`config.mk`:
```
export PLATFORM = sky130hd
export DESIGN_NAME = fb_vram_arbiter_flat
export DESIGN_NICKNAME = d
export VERILOG_FILES = /design/src/rtl/fb_pkg.sv /design/src/rtl/fb_vram_arbiter_if.sv /design/src/rtl/fb_wr_fifo.sv /design/src/rtl/fb_vram_arbiter.sv /design/src/flat_wrapper.sv
export SDC_FILE = /design/constraint.sdc
export NUM_CORES = 1
export LEC_CHECK = 0
export BUFFER_PORTS_ARGS = -buffer_cell sky130_fd_sc_hd__buf_2
export CORE_UTILIZATION = 50
export DETAILED_ROUTE_END_ITERATION = 8
export PLACE_DENSITY = 0.83
export SLEW_MARGIN = 20
export SYNTH_ARGS = -nofsm -noshare
export SYNTH_HDL_FRONTEND = slang
export SYNTH_HIERARCHICAL = 1
export SYNTH_SLANG_ARGS = --single-unit
```
`constraint.sdc`:
```
create_clock -name clk -period 3.1 [get_ports clk]
set_clock_uncertainty 0.05 [all_clocks]
set_input_delay 0.31 -clock clk [delete_from_list [all_inputs] [get_ports clk]]
set_output_delay 0.31 -clock clk [all_outputs]
set_load 0.005 [all_outputs]
```
`src/rtl/fb_pkg.sv`:
```
// rtl/fb_pkg.sv - shared types and widths for the frame-buffer VRAM arbiter
package fb_pkg;

  localparam int PIX_W   = 12;
  localparam int ROW_W   = 9;
  localparam int COL_W   = 10;
  localparam int VRAM_AW = 20;
  localparam int CNT_W   = 8;

  typedef struct packed {
    logic [ROW_W-1:0] row;
    logic [COL_W-1:0] col;
    logic [PIX_W-1:0] data;
  } wr_entry_t;

  typedef enum logic [0:0] {
    IDLE = 1'b0,
    PEND = 1'b1
  } swap_state_e;

  // The buffer select bit sits above row/col so each buffer is one contiguous half.
  function automatic logic [VRAM_AW-1:0] vram_addr(input logic            buf_sel,
                                                   input logic [ROW_W-1:0] row,
                                                   input logic [COL_W-1:0] col);
    return {buf_sel, row, col};
  endfunction

endpackage

```
`src/rtl/fb_vram_arbiter_if.sv`:
```
// rtl/fb_vram_arbiter_if.sv - VGA, renderer, swap and VRAM signals of the arbiter
// slave is the arbiter's view; master is the surrounding system's view.
interface fb_vram_arbiter_if;
  import fb_pkg::*;

  logic [ROW_W-1:0]   vga_row;
  logic [COL_W-1:0]   vga_col;
  logic               vga_rdn;
  logic               vga_vs;
  logic [PIX_W-1:0]   vga_din;
  logic               wr_valid;
  logic               wr_ready;
  logic [ROW_W-1:0]   wr_row;
  logic [COL_W-1:0]   wr_col;
  logic [PIX_W-1:0]   wr_data;
  logic               swap_req;
  logic               swap_done;
  logic               front_sel;
  logic [CNT_W-1:0]   frame_cnt;
  logic [VRAM_AW-1:0] mem_addr;
  logic               mem_we;
  logic [PIX_W-1:0]   mem_wdata;
  logic [PIX_W-1:0]   mem_rdata;

  modport slave (
    input  vga_row, vga_col, vga_rdn, vga_vs, wr_valid, wr_row, wr_col, wr_data,
           swap_req, mem_rdata,
    output vga_din, wr_ready, swap_done, front_sel, frame_cnt, mem_addr, mem_we, mem_wdata
  );

  modport master (
    output vga_row, vga_col, vga_rdn, vga_vs, wr_valid, wr_row, wr_col, wr_data,
           swap_req, mem_rdata,
    input  vga_din, wr_ready, swap_done, front_sel, frame_cnt, mem_addr, mem_we, mem_wdata
  );

endinterface

```
`src/rtl/fb_wr_fifo.sv`:
```
// rtl/fb_wr_fifo.sv - synchronous FIFO holding renderer writes until VRAM is idle
// Head entry is visible on dout whenever the FIFO is non-empty.
module fb_wr_fifo
  import fb_pkg::*;
#(
  parameter int DEPTH = 4
) (
  input  logic      clk,
  input  logic      rstn,
  input  logic      push,
  input  logic      pop,
  input  wr_entry_t din,
  output wr_entry_t dout,
  output logic      full,
  output logic      empty
);

  localparam int AW = $clog2(DEPTH);

  logic [AW-1:0] wptr_q, rptr_q;
  logic [AW:0]   cnt_q;
  wr_entry_t     mem_q [DEPTH];
  logic          push_ok, pop_ok;

  assign full    = (cnt_q == (AW+1)'(DEPTH));
  assign empty   = (cnt_q == '0);
  assign push_ok = push & ~full;
  assign pop_ok  = pop & ~empty;
  assign dout    = mem_q[rptr_q];

  always_ff @(posedge clk or negedge rstn) begin
    if (!rstn) begin
      wptr_q <= '0;
      rptr_q <= '0;
      cnt_q  <= '0;
    end else begin
      if (push_ok) wptr_q <= wptr_q + AW'(1);
      if (pop_ok)  rptr_q <= rptr_q + AW'(1);
      case ({push_ok, pop_ok})
        2'b10:   cnt_q <= cnt_q + (AW+1)'(1);
        2'b01:   cnt_q <= cnt_q - (AW+1)'(1);
        default: cnt_q <= cnt_q;
      endcase
    end
  end

  // Payload storage needs no reset: occupancy alone decides what is valid.
  always_ff @(posedge clk) begin
    if (push_ok) mem_q[wptr_q] <= din;
  end

endmodule

```
`src/rtl/fb_vram_arbiter.sv`:
```
// rtl/fb_vram_arbiter.sv - single-port VRAM arbiter with double-buffer swap at vsync
// Scan-out owns VRAM whenever vga_rdn is low; queued renderer writes drain otherwise.
module fb_vram_arbiter
  import fb_pkg::*;
#(
  parameter int FIFO_DEPTH = 4
) (
  input  logic              clk,
  input  logic              rstn,
  fb_vram_arbiter_if.slave  bus
);

  logic             vs_q;
  logic             vs_start;
  swap_state_e      state_q, state_d;
  logic             front_q, front_d;
  logic             done_q, done_d;
  logic [CNT_W-1:0] fcnt_q;

  wr_entry_t        push_entry, head;
  logic             fifo_full, fifo_empty, push, pop;
  logic             wr_ready;

  logic [VRAM_AW-1:0] mem_addr;
  logic               mem_we;
  logic [PIX_W-1:0]   mem_wdata;

  assign vs_start   = vs_q & ~bus.vga_vs;
  assign wr_ready   = ~fifo_full & (state_q == IDLE);
  assign push       = bus.wr_valid & wr_ready;
  assign pop        = bus.vga_rdn & ~fifo_empty;
  assign push_entry = '{row: bus.wr_row, col: bus.wr_col, data: bus.wr_data};

  fb_wr_fifo #(.DEPTH(FIFO_DEPTH)) u_wr_fifo (
    .clk   (clk),
    .rstn  (rstn),
    .push  (push),
    .pop   (pop),
    .din   (push_entry),
    .dout  (head),
    .full  (fifo_full),
    .empty (fifo_empty)
  );

  always_comb begin
    mem_we    = 1'b0;
    mem_addr  = '0;
    mem_wdata = '0;
    if (!bus.vga_rdn) begin
      mem_addr = vram_addr(front_q, bus.vga_row, bus.vga_col);
    end else if (!fifo_empty) begin
      mem_we    = 1'b1;
      mem_addr  = vram_addr(~front_q, head.row, head.col);
      mem_wdata = head.data;
    end
  end

  // A swap needs every queued write already in the back buffer, else wait a frame.
  always_comb begin
    state_d = state_q;
    front_d = front_q;
    done_d  = 1'b0;
    case (state_q)
      IDLE: if (bus.swap_req) state_d = PEND;
      PEND: if (vs_start && fifo_empty) begin
        front_d = ~front_q;
        done_d  = 1'b1;
        state_d = IDLE;
      end
      default: state_d = IDLE;
    endcase
  end

  always_ff @(posedge clk or negedge rstn) begin
    if (!rstn) begin
      vs_q    <= 1'b1;
      state_q <= IDLE;
      front_q <= 1'b0;
      done_q  <= 1'b0;
      fcnt_q  <= '0;
    end else begin
      vs_q    <= bus.vga_vs;
      state_q <= state_d;
      front_q <= front_d;
      done_q  <= done_d;
      if (vs_start) fcnt_q <= fcnt_q + CNT_W'(1);
    end
  end

  assign bus.vga_din   = bus.mem_rdata;
  assign bus.wr_ready  = wr_ready;
  assign bus.swap_done = done_q;
  assign bus.front_sel = front_q;
  assign bus.frame_cnt = fcnt_q;
  assign bus.mem_addr  = mem_addr;
  assign bus.mem_we    = mem_we;
  assign bus.mem_wdata = mem_wdata;

endmodule

```
`src/flat_wrapper.sv`:
```
// flat-port wrapper written by rule: the top's interface ports become plain ports
module fb_vram_arbiter_flat import fb_pkg::*;
#(
  parameter int FIFO_DEPTH = 4
)
  (clk, rstn, bus_vga_row, bus_vga_col, bus_vga_rdn, bus_vga_vs, bus_wr_valid, bus_wr_row, bus_wr_col, bus_wr_data, bus_swap_req, bus_mem_rdata, bus_vga_din, bus_wr_ready, bus_swap_done, bus_front_sel, bus_frame_cnt, bus_mem_addr, bus_mem_we, bus_mem_wdata);
  fb_vram_arbiter_if bus_i ();
  input  logic clk;
  input  logic rstn;
  input wire logic [$bits(bus_i.vga_row)-1:0] bus_vga_row;
  input wire logic [$bits(bus_i.vga_col)-1:0] bus_vga_col;
  input wire logic [$bits(bus_i.vga_rdn)-1:0] bus_vga_rdn;
  input wire logic [$bits(bus_i.vga_vs)-1:0] bus_vga_vs;
  input wire logic [$bits(bus_i.wr_valid)-1:0] bus_wr_valid;
  input wire logic [$bits(bus_i.wr_row)-1:0] bus_wr_row;
  input wire logic [$bits(bus_i.wr_col)-1:0] bus_wr_col;
  input wire logic [$bits(bus_i.wr_data)-1:0] bus_wr_data;
  input wire logic [$bits(bus_i.swap_req)-1:0] bus_swap_req;
  input wire logic [$bits(bus_i.mem_rdata)-1:0] bus_mem_rdata;
  output wire logic [$bits(bus_i.vga_din)-1:0] bus_vga_din;
  output wire logic [$bits(bus_i.wr_ready)-1:0] bus_wr_ready;
  output wire logic [$bits(bus_i.swap_done)-1:0] bus_swap_done;
  output wire logic [$bits(bus_i.front_sel)-1:0] bus_front_sel;
  output wire logic [$bits(bus_i.frame_cnt)-1:0] bus_frame_cnt;
  output wire logic [$bits(bus_i.mem_addr)-1:0] bus_mem_addr;
  output wire logic [$bits(bus_i.mem_we)-1:0] bus_mem_we;
  output wire logic [$bits(bus_i.mem_wdata)-1:0] bus_mem_wdata;
  assign bus_i.vga_row = bus_vga_row;
  assign bus_i.vga_col = bus_vga_col;
  assign bus_i.vga_rdn = bus_vga_rdn;
  assign bus_i.vga_vs = bus_vga_vs;
  assign bus_i.wr_valid = bus_wr_valid;
  assign bus_i.wr_row = bus_wr_row;
  assign bus_i.wr_col = bus_wr_col;
  assign bus_i.wr_data = bus_wr_data;
  assign bus_i.swap_req = bus_swap_req;
  assign bus_i.mem_rdata = bus_mem_rdata;
  assign bus_vga_din = bus_i.vga_din;
  assign bus_wr_ready = bus_i.wr_ready;
  assign bus_swap_done = bus_i.swap_done;
  assign bus_front_sel = bus_i.front_sel;
  assign bus_frame_cnt = bus_i.frame_cnt;
  assign bus_mem_addr = bus_i.mem_addr;
  assign bus_mem_we = bus_i.mem_we;
  assign bus_mem_wdata = bus_i.mem_wdata;
  fb_vram_arbiter #(.FIFO_DEPTH(FIFO_DEPTH)) u_core (.clk(clk), .rstn(rstn), .bus(bus_i));
endmodule
```
==> results of run 1 <==
-- worst register-to-register path, cell delays in order, from the launching register on --
cell,delay (ns)
dfrtp_1,0.43
nor3b_2,0.25
nor2_1,0.09
and2_1,0.16
nor2b_2,0.19
inv_1,0.07
ha_1,0.18
inv_1,0.07
fa_1,0.39
xor2_1,0.15
nor2_1,0.12
xor2_1,0.15
-- logic make-up after synthesis --
kind of cell | after synthesis
flip-flops | 143
XOR/XNOR | 14
buffers and inverters | 52
AND/OR/NAND/NOR | 55
AO/OA/AOI/OAI | 21
multiplexers | 35
adder cells (fa/ha/maj) | 7
-- synth_stat cells, types with 2 or more instances --
library cell,n
buf_4,14
buf_2,4
and3_1,2
xnor2_1,8
and2_1,17
mux2_2,2
clkbuf_1,2
ha_1,6
mux2i_1,2
o21ai_0,19
mux4_2,28
nand3b_1,2
buf_12,3
edfxtp_1,124
nor3_1,2
nor2_1,3
mux4_1,3
inv_1,27
nand2_1,22
nand4_1,2
dfrtp_1,18
xor2_1,6
-- layout make-up --
cell class	instances	area [sq um]
clock inverters	6	36.28
clock buffers	26	583.1
well taps	143	178.9
inverters	27	101.3
fillers	825	4317
flip-flops and latches	143	4203
repair buffers	107	623.1
multi-input cells	132	1376
-- power by group through the flow --
stage	clock [mW]	combinational [mW]	sequential, mW
after detailed placement	0	1.29	2.50
after floorplan	0	1.05	2.37
after global placement	0	1.25	2.49
after global routing	2.13	1.40	2.49
final	2.01	1.26	2.46
after CTS	2.05	1.29	2.46
-- registers in the layout, summed over array words and instances, names as in the netlist --
name and flops:
u_core/u_wr_fifo/mem_q 124, u_core/bus.swap_done 1, u_core/bus.frame_cnt 8, u_core/bus.front_sel 1, u_core/vs_q 1, u_core/u_wr_fifo/cnt_q 3, u_core/u_wr_fifo/wptr_q 2, u_core/state_q 1
u_core/u_wr_fifo/rptr_q 2
-- metrics by stage --
step                      utilization  hold WS [ns]  instances
final                          0.6220       0.06132        584
after global routing           0.6220       0.04172        584
after CTS                      0.6220       0.04717        584
after detailed placement       0.5660        0.2167        550
after global placement         0.5660        0.2082        550
after floorplan                     -      -0.03559        327
-- routing by layer --
metal	global-route usage	up-vias
met1	0.2337	1527
li1	-	1419
met4	0.08533	0
met3	0.05269	19
met2	0.3159	129
met5	0	-
-- cells in the final DEF, fill, tap and decap left out, types with 5 or more instances in the layout --
cell type    n
ha_1         6
and2_1      13
buf_2       99
o21ai_0     19
nand2_1     22
clkbuf_16   20
dfrtp_1     16
inv_1       27
edfxtp_1   124
buf_12       5
xnor2_1      8
clkbuf_8     6
mux4_2      28
xor2_1       6
-- repair_timing --
item,4_1_cts,5_1_grt
buffers inserted,0,0
hold endpoints to repair,19,0
hold buffers,2,0
-- path summary, 6_finish.rpt --
kind | to | slack (ns) | from
max in group asynchronous | u_core/u_wr_fifo/rptr_q[0] | 2.36 | rstn
min in group asynchronous | u_core/bus.frame_cnt[5] | 0.31 | rstn
max | bus_mem_addr[18] | 0.56 | u_core/u_wr_fifo/rptr_q[0]
min | u_core/u_wr_fifo/mem_q[1][5] | 0.06 | bus_wr_data[5]
min reg2reg | u_core/bus.frame_cnt[7] | 0.42 | u_core/bus.frame_cnt[7]
max reg2reg | u_core/u_wr_fifo/cnt_q[2] | 0.72 | u_core/u_wr_fifo/cnt_q[0]
==> results.py, run 1 <==
metrics = {
    "detailed_routing": {
        "wl_met2_mm": 5.410,
        "wl_met3_um": 756,
        "vias_per_cell": 5.298,
        "drt-met1-wl_mm": 4.228,
        "routedWlPerCell_um": 18.20,
        "drtIter0Drc": 98,
        "drc": 0,
        "highest_layer": "met4",
        "antenna_left": 0,
        "firstDrtPassIters": 4,
        "routed_wl_mm": 10.63,
        "routed-via-count": 3094,
    },
    "placed_design": {
        "port-buffer-count": 99,
        "gp_congestion": 0.7450,
        "dp_slack_ns": 0.7546,
        "dp_hpwl_mm": 6.893,
        "place_area_sq_um": 6462,
    },
    "hold_path": {
        "min_path_cells": 1,
        "hp-class": "primary input to flip-flop",
    },
    "global_routing": {
        "grt_pass1_vias": 3279,
        "grt_use_total": 0.1904,
        "antenna_found_initial": 0,
        "grt_max_degree": 33,
        "grt_pass1_wl_mm": 17.19,
        "overflow": 0,
    },
    "synthesis": {
        "synth_top_family_by_area": "multiplexers",
        "syn_area_per_cell_sq_um": 17.99,
        "synthAdderAreaFrac": 0.01617,
        "synth_mux_area_frac": 0.1278,
        "synth.yosys.seq_area_share": 0.7141,
        "async_flop_share": 0.1329,
        "synth_edf_count": 124,
        "ys.flop_type": "edfxtp_1",
        "syn_area_sq_um": 5882,
        "synthSimpleGateAreaFrac": 0.04935,
        "synth_compound_area_frac": 0.01893,
        "synth_cells": 327,
        "synth.net_count": 402,
        "netlist_top_cells_area": "edfxtp_1 (63%), mux4_2 (11%), dfrtp_1 (7.7%)",
        "ys_warn_count": 6,
        "yosys.cell_types.count": 33,
        "synth-xor-area-share": 0.02085,
        "ys_ff_latch": 143,
        "yosysTopAreaCell": "edfxtp_1",
        "synth_top_area_frac": 0.6331,
    },
    "die": {
        "die_w_um": 110.5,
        "die_h_um": 110.5,
        "dieArea_sq_um": 12200,
        "core_area_sq_um": 11420,
        "ioPinCount": 124,
        "row_count": 39,
        "start_util": 0.5151,
    },
    "clock_network": {
        "clk_pin_slew_ns": 0.06,
        "clkSinkCount": 143,
        "cts-root-buf": "clkbuf_16",
        "tritoncts": "done",
        "numCtsBuffers": 17,
        "cts_htree_levels": 4,
        "insertion_delay_ns": 0.41,
        "ctsResizeCount": 0,
        "cts_buffer_depth": 2,
    },
    "power_and_ir_drop": {
        "combPwrFrac": 0.219,
        "peakVddDrop_v": 0.0006279,
        "p_total_mw": 5.731,
        "swShare": 0.2578,
        "power.density_nw_per_um2": 807.0,
        "intPower_mw": 4.254,
        "power.switching_mw": 1.477,
        "pwr-share-clk": 0.352,
        "p_leak_nw": 2.762,
        "pwr-share-seq": 0.429,
    },
    "timing": {
        "slew_headroom": 0.4433,
        "fin_crit_sh": 0.8182,
        "min_period_ns": 2.536,
        "finalMaxSlewViolations": 0,
        "worst_pin_slew_ns": 0.8351,
        "setup_viol": 0,
        "finalHoldViolCount": 0,
        "clock.fmax_mhz": 394.3,
        "worst_slack_ns": 0.5636,
        "finalSetupTns_ns": 0,
        "rsz0062_at_grt": "no",
    },
    "setup_path": {
        "required_ns": 2.74,
        "r2r_cells": 11,
        "crit_buf_inv": 2,
        "path_delay_family": "multiplexers",
        "critPathSlowestCell": "mux4_1",
        "critical_path.max_fanout": 27,
        "crit_path_end_kind": "output port",
        "worst-setup-path-type": "flip-flop to output port",
        "cpPeakStageDelay_ns": 0.60,
        "path_cells": "buf_12 > mux4_1 > nand3b_1 > o21ai_0 > buf_2",
        "cp.arrival_ns": 2.18,
        "startpoint_type": "flip-flop",
        "crit_cells": 5,
    },
    "cells_and_area": {
        "num-nets-final": 503,
        "final_area_sq_um": 7102,
        "syn2layout_area_growth_pct": 20.74,
        "drive_gt1_frac": 0.3991,
        "antenna_cells": 0,
    },
    "outcome": {
        "status": "completed",
    },
    "flow_run": {
        "maxCapViolCount": 0,
    },
}
Power figures use the tool's default switching activity.
==> inputs of run 2 (changes only) <==
--- a/config.mk
+++ b/config.mk
@@ -6,9 +6,9 @@
 export NUM_CORES = 1
 export LEC_CHECK = 0
 export BUFFER_PORTS_ARGS = -buffer_cell sky130_fd_sc_hd__buf_2
-export CORE_UTILIZATION = 50
+export CORE_UTILIZATION = 49
 export DETAILED_ROUTE_END_ITERATION = 8
-export PLACE_DENSITY = 0.83
+export PLACE_DENSITY = 0.85
 export SLEW_MARGIN = 20
 export SYNTH_ARGS = -nofsm -noshare
 export SYNTH_HDL_FRONTEND = slang
==> constraint.sdc (replaced) <==
create_clock -name clk -period 2 [get_ports clk]
set_clock_uncertainty 0.05 [all_clocks]
set_input_delay 0.2 -clock clk [delete_from_list [all_inputs] [get_ports clk]]
set_output_delay 0.2 -clock clk [all_outputs]
set_load 0.005 [all_outputs]
==> run 2 against run 1 <==
Total power up 67%. Highest routed layer unchanged. Sequential power up 50%. Core utilization up 6.0 points. Sequential share of layout area down 5.9 points. Combinational power up 140%. Global-route usage up 1.1 points. Cell area up 11%. Largest power group unchanged. Critical path depth unchanged. Via count up 7.4%. The flow now finishes with violations (design-rule violations, negative setup slack). Clock power up 43%.
==> results.py, run 2 (synthesis gave the netlist of run 1 again) <==
metrics = {
    "power_and_ir_drop": {
        "p_leak_nw": 3.099,
        "power.density_nw_per_um2": 1212,
        "peakVddDrop_v": 0.0007417,
    },
    "setup_path": {
        "cp.arrival_ns": 1.92,
        "crit_buf_inv": 3,
        "critPathSlowestCell": "mux4_2",
        "crit_top_cell": "buf_12",
        "cpPeakStageDelay_ns": 0.49,
        "critical_path.max_fanout": 5,
        "crit_path_end_kind": "output port",
        "path_cells": "buf_12 > buf_12 > mux4_2 > and2_4 > buf_6",
        "required_ns": 1.75,
        "r2r_cells": 10,
        "worst-setup-path-type": "flip-flop to output port",
        "crit_cells": 5,
        "rrSetupSlack_ns": -0.11,
        "startpoint_type": "flip-flop",
        "rr_endpoint": "u_core/u_wr_fifo/cnt_q[2]",
        "r2r_start": "u_core/u_wr_fifo/cnt_q[0]",
        "path_delay_family": "multiplexers",
    },
    "die": {
        "dieArea_sq_um": 12450,
        "ioPinCount": 124,
        "start_util": 0.5086,
        "core_area_sq_um": 11560,
        "die_h_um": 111.6,
        "row_count": 39,
        "die_w_um": 111.6,
    },
    "global_routing": {
        "antenna_found_initial": 0,
        "grt_pass1_vias": 3504,
        "overflow": 0,
        "grt_max_degree": 33,
        "grt_pass1_wl_mm": 18.22,
        "grt_use_total": 0.2017,
    },
    "detailed_routing": {
        "routedWlPerCell_um": 19.28,
        "drtIter0Drc": 197,
        "vias_per_cell": 5.120,
        "antenna_left": 0,
        "routed_wl_mm": 12.51,
        "routed-via-count": 3323,
        "firstDrtPassIters": 9,
        "drc": 16,
    },
    "cells_and_area": {
        "regArea_sq_um": 4204,
        "fillers": 781,
        "top_register": "u_core/u_wr_fifo/mem_q",
        "syn2layout_area_growth_pct": 34.14,
        "multi_input_area_sq_um": 1435,
        "drive_gt1_frac": 0.4368,
        "layout_commonest_cell": "edfxtp_1",
        "largest_reg_flops": 124,
        "antenna_cells": 0,
        "mostFrequentLayoutCells": "edfxtp_1 (124), buf_2 (95), dlygate4sd3_1 (34)",
        "num-nets-final": 570,
    },
    "placed_design": {
        "dp_hpwl_mm": 7.005,
        "dp_slack_ns": -0.1411,
        "gp_congestion": 0.7370,
        "port-buffer-count": 99,
    },
    "clock_network": {
        "clkSinkCount": 143,
        "cts-root-buf": "clkbuf_16",
        "cts_buffer_depth": 2,
        "insertion_delay_ns": 0.41,
        "clk_pin_slew_ns": 0.06,
        "tritoncts": "done",
        "numCtsBuffers": 17,
        "cts_htree_levels": 4,
    },
    "flow_run": {
        "maxCapViolCount": 0,
    },
    "timing": {
        "finalHoldViolCount": 0,
        "setup_viol": 34,
        "worst_slack_ns": -0.1695,
        "finalMaxSlewViolations": 0,
        "worst_pin_slew_ns": 0.5587,
        "min_period_ns": 2.170,
        "slew_headroom": 0.6267,
        "fin_crit_sh": 1.085,
        "rsz0062_at_grt": "yes",
        "worst_hold_slack_ns": 0.2087,
        "clock.fmax_mhz": 460.9,
    },
    "outcome": {
        "violations": "design-rule violations, negative setup slack",
        "status": "finished, violations left",
    },
    "hold_path": {
        "hp-class": "primary input to async pin",
    },
}
run 2: power breakdown:
part	switching (mW)	internal [mW]	total [mW]
logic	1.23	1.78	3.00
clock network	1.09	1.79	2.88
registers	0.209	3.47	3.68
run 2: layer usage:
| layer | up-vias | part of all wire | track usage |
|---|---|---|---|
| met1 | 1645 | 0.42 | 0.2506 |
| met3 | 20 | 0.046 | 0.06151 |
| met2 | 106 | 0.51 | 0.3292 |
| li1 | 1552 | - | - |
| met5 | - | 0 | 0 |
| met4 | 0 | 0.020 | 0.08919 |
run 2: timing repair:
item,CTS,global route
endpoints found under the hold margin,144,0
setup buffers,8,4
hold buffers,34,0
pin swaps,5,2
gates cloned,0,5
setup endpoints to repair,35,111
gates resized for setup,13,27
run 2: layout make-up:
| type | count | area share |
|---|---|---|
| timing repair buffer | 174 | 0.1820 |
| multi-input combinational | 132 | 0.1819 |
| tap | 143 | 0.02268 |
| clock buffer | 20 | 0.05534 |
| clock inverter | 10 | 0.01237 |
| inverter | 27 | 0.01284 |
| sequential | 143 | 0.5328 |
run 2: metrics by stage:
| stage | cells | utilization | setup TNS (ns) | instance area (sq um) | power, mW |
|---|---|---|---|---|---|
| after floorplan | 327 | - | -0.2357 | 5902 | 5.312 |
| after global placement | 569 | 0.5764 | -0.01800 | 6666 | 5.991 |
| after detailed placement | 569 | 0.5764 | -0.1484 | 6666 | 6.070 |
| after CTS | 641 | 0.6633 | -3.332 | 7671 | 9.286 |
| after global routing | 649 | 0.6822 | -7.058 | 7890 | 10.00 |
| final | 649 | 0.6822 | -4.267 | 7890 | 9.565 |
run 2: worst max path at each step:
stage,from,endpoint,slack (ns)
3_3_place_gp,u_core/u_wr_fifo/cnt_q[1],u_core/u_wr_fifo/cnt_q[2],-0.02
4_1_cts,u_core/u_wr_fifo/rptr_q[0],bus_mem_addr[6],-0.15
5_1_grt,u_core/u_wr_fifo/rptr_q[0],bus_mem_addr[2],-0.25
3_5_place_dp,u_core/u_wr_fifo/cnt_q[1],u_core/u_wr_fifo/cnt_q[2],-0.14
2_1_floorplan,u_core/u_wr_fifo/cnt_q[0],u_core/u_wr_fifo/cnt_q[2],-0.15
6_report,u_core/u_wr_fifo/rptr_q[0],bus_mem_wdata[9],-0.17
run 2: worst reg2reg max path: cells and delay by family (launching register included):
family                     cells  cell delay (ns)
adders and majority gates      2             0.49
and+or+nand+nor                3             0.43
DFF                            1             0.40
xor gates and xnor gates       2             0.30
AOI/OAI and AO/OA              1             0.21
buffers and inverters          2             0.16
==> inputs of run 3 (changes only) <==
--- a/config.mk
+++ b/config.mk
@@ -5,8 +5,9 @@
 export SDC_FILE = /design/constraint.sdc
 export NUM_CORES = 1
 export LEC_CHECK = 0
+export ABC_AREA = 1
 export BUFFER_PORTS_ARGS = -buffer_cell sky130_fd_sc_hd__buf_2
-export CORE_UTILIZATION = 49
+export CORE_UTILIZATION = 50
 export DETAILED_ROUTE_END_ITERATION = 8
 export PLACE_DENSITY = 0.85
 export SLEW_MARGIN = 20
==> run 3 against run 2 <==
The flow finishes with violations (negative setup slack). Cell count increased by 36%. Sequential power about the same. Critical path depth increased by 10. Cell area increased by 7.6%. Area after synthesis increased by 10%. Sequential share of layout area decreased by 3.8 points. Clock power increased by 9.0%. Largest cell class unchanged.
==> results.py, run 3 <==
metrics = {
    "timing": {
        "clock.fmax_mhz": 476.5,
        "worst_pin_slew_ns": 0.4444,
        "setup_viol": 18,
        "min_period_ns": 2.099,
        "fin_crit_sh": 1.049,
        "slew_headroom": 0.7037,
        "finalMaxSlewViolations": 0,
        "worst_slack_ns": -0.09855,
        "finalHoldViolCount": 0,
        "rsz0062_at_grt": "yes",
    },
    "synthesis": {
        "syn_area_per_cell_sq_um": 11.87,
        "synth_cells": 546,
        "ys_warn_count": 6,
        "yosysTopAreaCell": "edfxtp_1",
        "yosys.cell_types.count": 26,
        "netlist_top_cells_area": "edfxtp_1 (57%), nand2_1 (7.4%), dfrtp_1 (7.0%)",
        "ys.flop_type": "edfxtp_1",
        "synth.yosys.seq_area_share": 0.6482,
        "synth_edf_count": 124,
        "synth.most_common_cell": "nand2_1",
        "synth.net_count": 621,
        "ys_ff_latch": 143,
        "synth_common_cells": "nand2_1 (127), edfxtp_1 (124), inv_1 (99), o211ai_1 (31), o211ai_2 (31)",
        "async_flop_share": 0.1329,
        "synth_top_area_frac": 0.5746,
        "syn_area_sq_um": 6480,
    },
    "die": {
        "die_w_um": 115.8,
        "core_area_sq_um": 12620,
        "start_util": 0.5135,
        "dieArea_sq_um": 13420,
        "ioPinCount": 124,
        "row_count": 41,
        "die_h_um": 115.8,
    },
    "detailed_routing": {
        "vias_per_cell": 5.140,
        "antenna_left": 0,
        "routedWlPerCell_um": 16.64,
        "drc": 0,
        "routed-via-count": 4544,
        "drtIter0Drc": 386,
        "firstDrtPassIters": 7,
        "routed_wl_mm": 14.71,
    },
    "cells_and_area": {
        "largest_reg_flops": 124,
        "layout_commonest_cell": "nand2_1",
        "top_register": "u_core/u_wr_fifo/mem_q",
        "num-nets-final": 774,
        "mostFrequentLayoutCells": "nand2_1 (126), edfxtp_1 (124), buf_2 (99)",
        "fillers": 930,
        "utilization": 0.6728,
        "drive_gt1_frac": 0.3132,
        "syn2layout_area_growth_pct": 31.03,
        "antenna_cells": 0,
    },
    "clock_network": {
        "tritoncts": "done",
        "clkSinkCount": 143,
        "cts-root-buf": "clkbuf_16",
        "clk_pin_slew_ns": 0.06,
        "insertion_delay_ns": 0.41,
        "cts_htree_levels": 4,
        "numCtsBuffers": 17,
        "cts_buffer_depth": 2,
    },
    "power_and_ir_drop": {
        "power.density_nw_per_um2": 1302,
        "peakVddDrop_v": 0.0006976,
        "p_leak_nw": 3.734,
        "p_total_mw": 11.06,
    },
    "global_routing": {
        "grt_pass1_vias": 4481,
        "overflow": 0,
        "grt_pass1_wl_mm": 22.66,
        "antenna_found_initial": 0,
        "grt_use_total": 0.2321,
        "grt_max_degree": 32,
    },
    "outcome": {
        "status": "finished, violations left",
        "violations": "negative setup slack",
    },
    "hold_path": {
        "min_from": "bus_vga_rdn",
        "hp-class": "primary input to flip-flop",
        "min_path_cells": 6,
        "hold_end": "u_core/u_wr_fifo/rptr_q[0]",
    },
    "placed_design": {
        "port-buffer-count": 99,
        "gp_congestion": 0.8590,
        "dp_slack_ns": -0.02831,
        "dp_hpwl_mm": 8.629,
    },
    "setup_path": {
        "worst-setup-path-type": "flip-flop to flip-flop",
        "startpoint_type": "flip-flop",
        "r2r_start": "u_core/u_wr_fifo/cnt_q[2]",
        "critical_path.max_fanout": 3,
        "cp.arrival_ns": 2.35,
        "r2r_cells": 15,
        "required_ns": 2.25,
        "rr_endpoint": "u_core/u_wr_fifo/cnt_q[2]",
        "crit_path_end_kind": "flip-flop",
        "rrSetupSlack_ns": -0.1,
    },
    "flow_run": {
        "maxCapViolCount": 0,
    },
}
-- run 3: worst max-delay path: stages (launching register included) --
cell	delay (ns)
dfrtp_1	0.40
inv_2	0.05
nand3_1	0.11
inv_1	0.07
inv_1	0.06
nand2_2	0.06
inv_2	0.07
nand2_1	0.08
inv_1	0.11
ha_4	0.17
inv_4	0.04
fa_2	0.35
nand2_1	0.11
nand3_1	0.12
nand2_1	0.09
nand2_1	0.06
-- run 3: cells by family after synthesis --
| group | after synthesis | share of synthesized area |
|---|---|---|
| and+or+nand+nor | 165 | 0.1020 |
| DFF | 143 | 0.6482 |
| buffers and inverters | 141 | 0.1018 |
| AOI/OAI and AO/OA | 83 | 0.1230 |
| adders and majority gates | 7 | 0.01467 |
| xor gates and xnor gates | 6 | 0.008111 |
| muxes | 1 | 0.002316 |
-- run 3: worst max path at each step --
| stage | startpoint | end | slack [ns] | cells after the start |
|---|---|---|---|---|
| final | u_core/u_wr_fifo/cnt_q[2] | u_core/u_wr_fifo/cnt_q[2] | -0.1 | 15 |
| after detailed placement | u_core/u_wr_fifo/cnt_q[2] | u_core/u_wr_fifo/cnt_q[2] | -0.03 | 15 |
| after global placement | u_core/u_wr_fifo/cnt_q[0] | u_core/u_wr_fifo/cnt_q[2] | 0.17 | 15 |
| after global routing | u_core/u_wr_fifo/cnt_q[2] | u_core/u_wr_fifo/cnt_q[2] | -0.19 | 15 |
| after floorplan | u_core/u_wr_fifo/cnt_q[0] | u_core/u_wr_fifo/cnt_q[1] | -0.02 | 9 |
| after CTS | u_core/u_wr_fifo/rptr_q[0] | bus_mem_addr[3] | -0.08 | 7 |
-- run 3: metal layers --
layer / vias up / GRT usage / wire length [um]
met1: 2208 / 0.2739 / 5838
met4: 0 / 0.09487 / 312
met5: - / 0 / 0
met3: 31 / 0.05492 / 777
met2: 162 / 0.4079 / 7778
li1: 2143 / - / -
-- run 3: final cells by class --
type                    count  area [sq um]  share of cell area
clock buffers              18         429.2             0.05055
clock inverters            14         166.4             0.01960
inverters                 104         400.4             0.04716
multi-input cells         262          1695              0.1997
flip-flops and latches    143          4202              0.4948
well taps                 172         215.2             0.02535
repair buffers            171          1383              0.1628
-- run 3: repair_timing --
action,in CTS,in global routing
hold buffers,34,0
gates resized for setup,14,11
hold endpoints to repair,144,0
setup buffers,3,8
gates cloned,4,0
setup endpoints to repair,31,34
pin swaps,9,5
-- run 3: per-stage QoR --
stage | TNS, ns | cells | instance area [sq um] | hold WS [ns]
CTS | -0.8024 | 876 | 8389 | 0.1660
global route | -3.654 | 884 | 8491 | 0.1945
finish | -0.5748 | 884 | 8491 | 0.2096
floorplan | -0.03331 | 546 | 6518 | -0.1456
global placement | 0 | 803 | 7273 | 0.1099
detailed placement | -0.03106 | 803 | 7273 | 0.1261
-- run 3: report_power, final --
part           total [mW]  internal (mW)  leakage [nW]  switching [mW]
clock network        3.14           1.96         0.284            1.19
logic                4.21           1.87          2.12            2.33
registers            3.70           3.50          1.33           0.200
total                11.1           7.34          3.73            3.72
